==> src/rtl/fifo_pkg.sv <==
// Shared helpers for the synchronous FIFO: pointer sizing, parameter checks
// and the type used for occupancy thresholds.
package fifo_pkg;

    // Pointer carries one extra wrap bit above the RAM address.
    function automatic int ptr_width(input int depth);
        return $clog2(depth) + 1;
    endfunction

    function automatic bit is_pow2(input int n);
        return (n > 0) && ((n & (n - 1)) == 0);
    endfunction

    typedef int unsigned occ_lvl_t;

endpackage

==> src/rtl/ram_partial_dp_scd.sv <==
// Single-clock RAM with one write port and one combinational read port.
// Read data is zero while re is low; a same-address write is forwarded.
module ram_partial_dp_scd
    import fifo_pkg::*;
#(
    parameter int DEPTH      = 16,
    parameter int DATA_WIDTH = 8
) (
    input  logic                     clk,
    input  logic                     we,
    input  logic [$clog2(DEPTH)-1:0] w_addr,
    input  logic [DATA_WIDTH-1:0]    w_data,
    input  logic                     re,
    input  logic [$clog2(DEPTH)-1:0] r_addr,
    output logic [DATA_WIDTH-1:0]    r_data
);

    logic [DATA_WIDTH-1:0] mem [DEPTH];

    always_ff @(posedge clk) begin
        if (we) begin
            mem[w_addr] <= w_data;
        end
    end

    always_comb begin
        r_data = '0;
        if (re) begin
            if (we && (w_addr == r_addr)) begin
                r_data = w_data;
            end else begin
                r_data = mem[r_addr];
            end
        end
    end

endmodule

==> src/rtl/fifo_sync_scd.sv <==
// Single-clock FWFT FIFO controller: valid/ready ingress, valid/ready egress,
// wrap-bit pointers plus a registered occupancy count and threshold flags.
module fifo_sync_scd
    import fifo_pkg::*;
#(
    parameter int       DEPTH      = 16,
    parameter int       DATA_WIDTH = 8,
    parameter occ_lvl_t AFULL_LVL  = DEPTH - 2,
    parameter occ_lvl_t AEMPTY_LVL = 2
) (
    input  logic                   clk,
    input  logic                   rst_n,
    input  logic                   flush,
    input  logic                   in_valid,
    output logic                   in_ready,
    input  logic [DATA_WIDTH-1:0]  in_data,
    output logic                   out_valid,
    input  logic                   out_ready,
    output logic [DATA_WIDTH-1:0]  out_data,
    output logic [$clog2(DEPTH):0] count,
    output logic                   full,
    output logic                   empty,
    output logic                   almost_full,
    output logic                   almost_empty
);

    localparam int AdrBits = $clog2(DEPTH);
    localparam int PtrW    = ptr_width(DEPTH);
    localparam logic [PtrW-1:0] AfullC  = PtrW'(AFULL_LVL);
    localparam logic [PtrW-1:0] AemptyC = PtrW'(AEMPTY_LVL);

    if (!is_pow2(DEPTH) || DEPTH < 2) begin : g_bad_depth
        $error("fifo_sync_scd: DEPTH must be a power of two and at least 2");
    end

    logic [PtrW-1:0] wr_ptr;
    logic [PtrW-1:0] rd_ptr;
    logic [PtrW-1:0] count_q;
    logic [PtrW-1:0] ptr_diff;
    logic            push;
    logic            pop;
    logic            ram_we;
    logic            ram_re;

    assign empty    = (wr_ptr == rd_ptr);
    assign full     = (wr_ptr[AdrBits-1:0] == rd_ptr[AdrBits-1:0]) &&
                      (wr_ptr[AdrBits] != rd_ptr[AdrBits]);
    assign ptr_diff = wr_ptr - rd_ptr;

    assign in_ready     = !full;
    assign out_valid    = !empty;
    assign push         = in_valid && in_ready;
    assign pop          = out_valid && out_ready;
    assign count        = count_q;
    assign almost_full  = (count_q >= AfullC);
    assign almost_empty = (count_q <= AemptyC);

    assign ram_we = push;
    assign ram_re = !empty;

    always_ff @(posedge clk) begin
        if (!rst_n || flush) begin
            wr_ptr  <= '0;
            rd_ptr  <= '0;
            count_q <= '0;
        end else begin
            if (push) begin
                wr_ptr <= wr_ptr + 1'b1;
            end
            if (pop) begin
                rd_ptr <= rd_ptr + 1'b1;
            end
            case ({push, pop})
                2'b10:   count_q <= count_q + 1'b1;
                2'b01:   count_q <= count_q - 1'b1;
                default: count_q <= count_q;
            endcase
        end
    end

    // The registered count is a convenience copy; it must track the pointers.
    a_count_matches_ptrs : assert property (
        @(posedge clk) disable iff (!rst_n) count_q == ptr_diff
    );

    ram_partial_dp_scd #(
        .DEPTH      (DEPTH),
        .DATA_WIDTH (DATA_WIDTH)
    ) u_ram (
        .clk    (clk),
        .we     (ram_we),
        .w_addr (wr_ptr[AdrBits-1:0]),
        .w_data (in_data),
        .re     (ram_re),
        .r_addr (rd_ptr[AdrBits-1:0]),
        .r_data (out_data)
    );

endmodule

==> config.mk <==
export PLATFORM = sky130hd
export DESIGN_NAME = fifo_sync_scd
export DESIGN_NICKNAME = d
export VERILOG_FILES = /design/src/rtl/fifo_pkg.sv /design/src/rtl/ram_partial_dp_scd.sv /design/src/rtl/fifo_sync_scd.sv
export SDC_FILE = /design/constraint.sdc
export NUM_CORES = 1
export LEC_CHECK = 0
export CORE_ASPECT_RATIO = 1.25
export CORE_MARGIN = 2
export CORE_UTILIZATION = 35
export CTS_CLUSTER_DIAMETER = 50
export DETAILED_ROUTE_END_ITERATION = 10
export HOLD_SLACK_MARGIN = 0.03
export PLACE_DENSITY = 0.5
export SKIP_LAST_GASP = 1
export SYNTH_ARGS = -nofsm -noshare
export SYNTH_HDL_FRONTEND = slang
export SYNTH_SLANG_ARGS = --single-unit
export TNS_END_PERCENT = 20
==> constraint.sdc <==
create_clock -name clk -period 2.5 [get_ports clk]
set_input_delay 0.375 -clock clk [delete_from_list [all_inputs] [get_ports clk]]
set_output_delay 0.375 -clock clk [all_outputs]
set_load 0.01 [all_outputs]
# Word level (Yosys, flattened, before mapping)
# Memories as Yosys holds them, arrays and structs flattened. A register that Yosys moved wholly into a read port is not among the register bits.
# Cells that the tools add are included.
[totals]
regBits = 15
out_inout_bits = 19
wordCells = 31
ram_bits = 128
n_memories = 1
input_bits = 13
[memory_table]
columns = ["name", "depth", "width", "rd", "rd_clocked_by_memory_dff", "write_ports", "line", "text"]
rows = [
  ["u_ram.mem", 16, 8, 1, 1, 1, "ram_partial_dp_scd.sv:18", "logic [DATA_WIDTH-1:0] mem [DEPTH];"],
]
[op_classes]
eq_ne = 5
add_sub_neg = 4
muxes = 7
n_lt_le_gt_ge = 2
n_reduce_logical = 9
[op_table]
columns = ["cell", "count"]
rows = [
  ["$mux W8", 2],
  ["$add A5 B1 Y5 const B", 3],
  ["$pmux W5 S2", 1],
  ["$mux W4", 2],
  ["$eq A5 B5 Y1", 1],
  ["$ge A5 B4 Y1 const B", 1],
  ["$le A5 B2 Y1 const B", 1],
  ["$sub A5 B1 Y5 const B", 1],
  ["$eq A4 B4 Y1", 1],
  ["$logic_and A1 B1 Y1", 4],
  ["$logic_not A1 Y1", 3],
  ["$eq A2 B1 Y1 const B", 1],
  ["$eq A2 B2 Y1 const B", 1],
  ["$mux W1", 2],
  ["$reduce_bool A2 Y1", 1],
  ["$logic_or A1 B1 Y1", 1],
  ["$ne A1 B1 Y1", 1],
]

# Longest topological paths before layout
[logic_depth]
ltp_word = 7
depth_mapped = 15

# Cells and area by module
# Synthesis repeated with hierarchy kept, for this count alone.
[hier_totals]
hier_cells = 347
hier_area_um2 = 6030.8
[modules_own_cells]
columns = ["mod", "area_per_inst_um2", "seq_area_each_um2", "instances", "cells_per_inst"]
rows = [
  ["ram_partial_dp_scd", 5144.9, 3843.7, 1, 241],
  ["fifo_sync_scd", 885.8, 300.3, 1, 106],
]

# Least setup slack after synthesis
# OpenSTA, ideal clock, no wires.
[synth_timing]
kind = "reg-to-reg"
from = "register wr_ptr[3]"
to = "register count_q[2] (netlist: count[2])"
n_path_buf = 4
t_required_ps = 2430
t_arrival_ps = 2638
path_slack_ps = -208
stages_incl_launch_ff = 16
setup_ps = 70
path_cell_list = "dfxtp_1 > buf_2 > xnor2_1 > and4_4 > buf_6 > a21oi_4 > buf_6 > inv_1 > ha_1 > clkbuf_1 > xor2_1 > ha_1 > a21oi_1 > xnor2_1 > or3_1 > a21oi_1"
[synth_between]
elab_chain_len = 6
word_cells_on_any_way = 11
cone_classes = "eq/ne (4); mux (1); reduce/logical (6)"
[synth_lines]
columns = ["item", "line", "text"]
rows = [
  ["start, declared", "fifo_sync_scd.sv:36", "logic [PtrW-1:0] wr_ptr;"],
  ["start signal, assigned", "fifo_sync_scd.sv:68", "wr_ptr <= wr_ptr + 1'b1;"],
  ["$eq A4 B4 Y1", "fifo_sync_scd.sv:46", "assign full = (wr_ptr[AdrBits-1:0] == rd_ptr[AdrBits-1:0]) &&"],
  ["$logic_and A1 B1 Y1", "fifo_sync_scd.sv:46", ""],
  ["$logic_not A1 Y1", "fifo_sync_scd.sv:50", "assign in_ready = !full;"],
  ["$logic_and A1 B1 Y1", "fifo_sync_scd.sv:52", "assign push = in_valid && in_ready;"],
  ["$eq A2 B1 Y1 / $eq A2 B2 Y1 (equally long branches)", "fifo_sync_scd.sv:73", "case ({push, pop})"],
  ["$pmux W5 S2 / $reduce_bool A2 Y1 (equally long branches)", "-", ""],
  ["end signal, assigned", "fifo_sync_scd.sv:74", "2'b10: count_q <= count_q + 1'b1;"],
  ["end signal, assigned", "fifo_sync_scd.sv:75", "2'b01: count_q <= count_q - 1'b1;"],
  ["end signal, assigned", "fifo_sync_scd.sv:76", "default: count_q <= count_q;"],
  ["end, declared", "fifo_sync_scd.sv:38", "logic [PtrW-1:0] count_q;"],
]
# Several ways; a longest one is shown, not always the timed one.
# A chain may end at the register's enable or synchronous reset.

==> out/qor.txt <==
Layout fillers: 1537
IO buf count: 31
RSZ-0062 raised after global routing: true
Initial DRT Pass Iterations: 4
Number of vias in the routed layout: 3490
Setup Skew: 0.00561 ns
First-pass GRT wire length: 21600 um
Post-Syn Area per Cell: 17.6 um2
Die ar.: 0.0191 mm2
CTS tree: yes
Synth top area share: 0.611
Warnings from Yosys: 0
Main area contributors after synthesis: edfxtp_1 61%, mux4_1 9.2%, dfxtp_1 6.0%
# H-tree levels: 4
Crit end category: primary output
Max VDD drop: 0.295 mV
Maximum fanout along the worst path: 8
Max Clock Freq: 401 MHz
Slew HR: 0.546
FP Rows: 54
Vias per cell: 5.14
Post-synth ARST share: 0
HP Class: reg2reg
Min Tclk post-route: 2.50 ns
Pre-CTS setup slack: -0.0452 ns
Synth Instances: 357
Lkg Pwr: 2.69 nW
Clock Latency Late Sink: 0.42 ns
CTS Root Cell: clkbuf_16
Tightest Pin Transition: 0.679 ns
Main synth FF type: edfxtp_1
Outcome: completed
Largest net degree at the start of global routing: 33
All-Layer GR Usage: 0.158
MaxCap Viol Count: 0
CORE AREA: 0.0175 mm2
Sequential share of the synthesized area: 0.672
WL/cell: 20.5 um
Final slew viol count: 0
Critical Path Source Type: flop
Antenna violations before repair: 0
Final Hold Fails: 0
Cell Area, Synth: 0.00629 mm2
Unique cell type count in the Yosys netlist: 51
Yosys top cell by area: edfxtp_1
Clk slew on worst S/H paths: 0.06 ns
Diode count: 0
# setup viols final: 0
DR iter-0 viols: 314
Critical Path AT: 2.12 ns
CP Class: reg2out
Dpl hpwl: 9180 um
Antenna Nets Post-Route: 0
Starting Density: 0.359
Die W: 124 um
Syn nets: 378
Maximum clock path buffer count: 2
Final Cycle Share: 0.998
Final wirelength: 13900 um
Die H: 154 um
IO Pins: 32
Post-synth EDFFs: 128
Final WS setup: 0.00411 ns
TritonCTS Buffers: 17
RePlAce Congestion: 0.729
Yosys reg bits: 147
Pwr Density: 679 mW/mm2
Count leader, synth: edfxtp_1
Sink Count: 147
Area Growth Syn to Fin: 24.8%
Post-synth top cells: 128 x edfxtp_1, 22 x mux4_1, 19 x dfxtp_1
Residual DRC count: 0
Final Core Density: 0.448
WP data required: 2.12 ns
Layout cells sized above 1: 0.325
Grt total ovfl: 0
Nets: 464
Vias in the first global route: 3620
==> power breakdown <==
| part | leakage, nW | switching, W | total, W | internal (W) |
|---|---|---|---|---|
| Clock | 0.266 | 0.00100 | 0.00238 | 0.00137 |
| Combinational | 1.11 | 0.000133 | 0.000259 | 0.000126 |
| Sequential | 1.31 | 0.0000104 | 0.00269 | 0.00268 |
| Total | 2.69 | 0.00115 | 0.00533 | 0.00418 |
==> final timing paths <==
kind | start | endpoint | slack, ns | cells past startpoint
worst max-delay path | flop | out_data[7] | 0.004 | 7
worst min-delay path | rd_ptr[4]$_SDFFE_PP0N_ | rd_ptr[4]$_SDFFE_PP0N_ | 0.51 | 2
worst max register to register | wr_ptr[1]$_SDFFE_PP0P_ | count[4]$_SDFFE_PP0P_ | 0.21 | 11
worst min register to register | rd_ptr[4]$_SDFFE_PP0N_ | rd_ptr[4]$_SDFFE_PP0N_ | 0.51 | 2
==> stage by stage <==
stage | setup TNS (ns) | cells | area [um2] | hold WS, ns | total power, W
final | 0 | 679 | 7850 | 0.510 | 0.00533
after global routing | -0.542 | 679 | 7850 | 0.552 | 0.00551
after CTS | -0.281 | 676 | 7790 | 0.512 | 0.00538
after detailed placement | -0.127 | 642 | 7190 | 0.503 | 0.00300
after global placement | -0.0673 | 642 | 7190 | 0.490 | 0.00300
after floorplan | -0.0139 | 357 | 6320 | 0.474 | 0.00287
==> layout by cell type, fill, tap and decap left out, types with 6 or more instances in the layout <==
master	Yosys	layout
ha_1	8	6
mux4_1	22	10
edfxtp_1	128	128
nor2b_1	10	9
mux2i_1	17	16
and3_1	15	15
a211oi_1	17	7
clkbuf_16	0	17
a211oi_2	0	10
mux4_2	10	22
clkdlybuf4s50_1	0	23
inv_1	10	9
buf_12	2	7
dfxtp_1	19	16
buf_4	2	50
buf_2	5	8
nand2_1	12	12
==> final cells by class <==
cell class	count	area, um2	area share
clock buffers	17	425	0.0542
clock inverters	14	130	0.0166
inverters	10	37.5	0.00478
multi-input cells	177	1920	0.244
flip-flops and latches	147	4230	0.539
well taps	224	280	0.0357
repair buffers	90	825	0.105
==> logic make-up after synthesis <==
family / share of synthesized area
AO/OA/AOI/OAI: 0.0507
flip-flops: 0.672
adder cells (fa/ha/maj): 0.0159
XOR/XNOR: 0.0139
AND/OR/NAND/NOR: 0.0611
multiplexers: 0.155
buffers and inverters: 0.0318
==> what timing repair did <==
action,in CTS,in global routing
hold endpoints to repair,0,0
buffers inserted,2,4
gates resized for setup,54,15
hold buffers,0,0
gates cloned,1,0
setup endpoints to repair,9,12
pin swaps,7,8
==> layer usage <==
layer	routed length, um	up-vias	global-route usage
met5	0	-	0
met3	564	16	0.0378
met2	7120	82	0.257
li1	-	1607	-
met1	6000	1785	0.206
met4	214	0	0.0530
==> worst max-delay path, stage by stage (launching register included) <==
cell	delay (ns)
dfxtp_4	0.39
buf_12	0.15
buf_4	0.12
mux4_2	0.50
nor2b_2	0.18
a211oi_2	0.16
a211oi_2	0.07
buf_2	0.15
==> flip-flops by register name (all words and copies together), names as in the netlist, named ones only <==
name and count:
wr_ptr 5, rd_ptr 5, count 5, u_ram.mem 128
(Power assumes the default switching activity.)
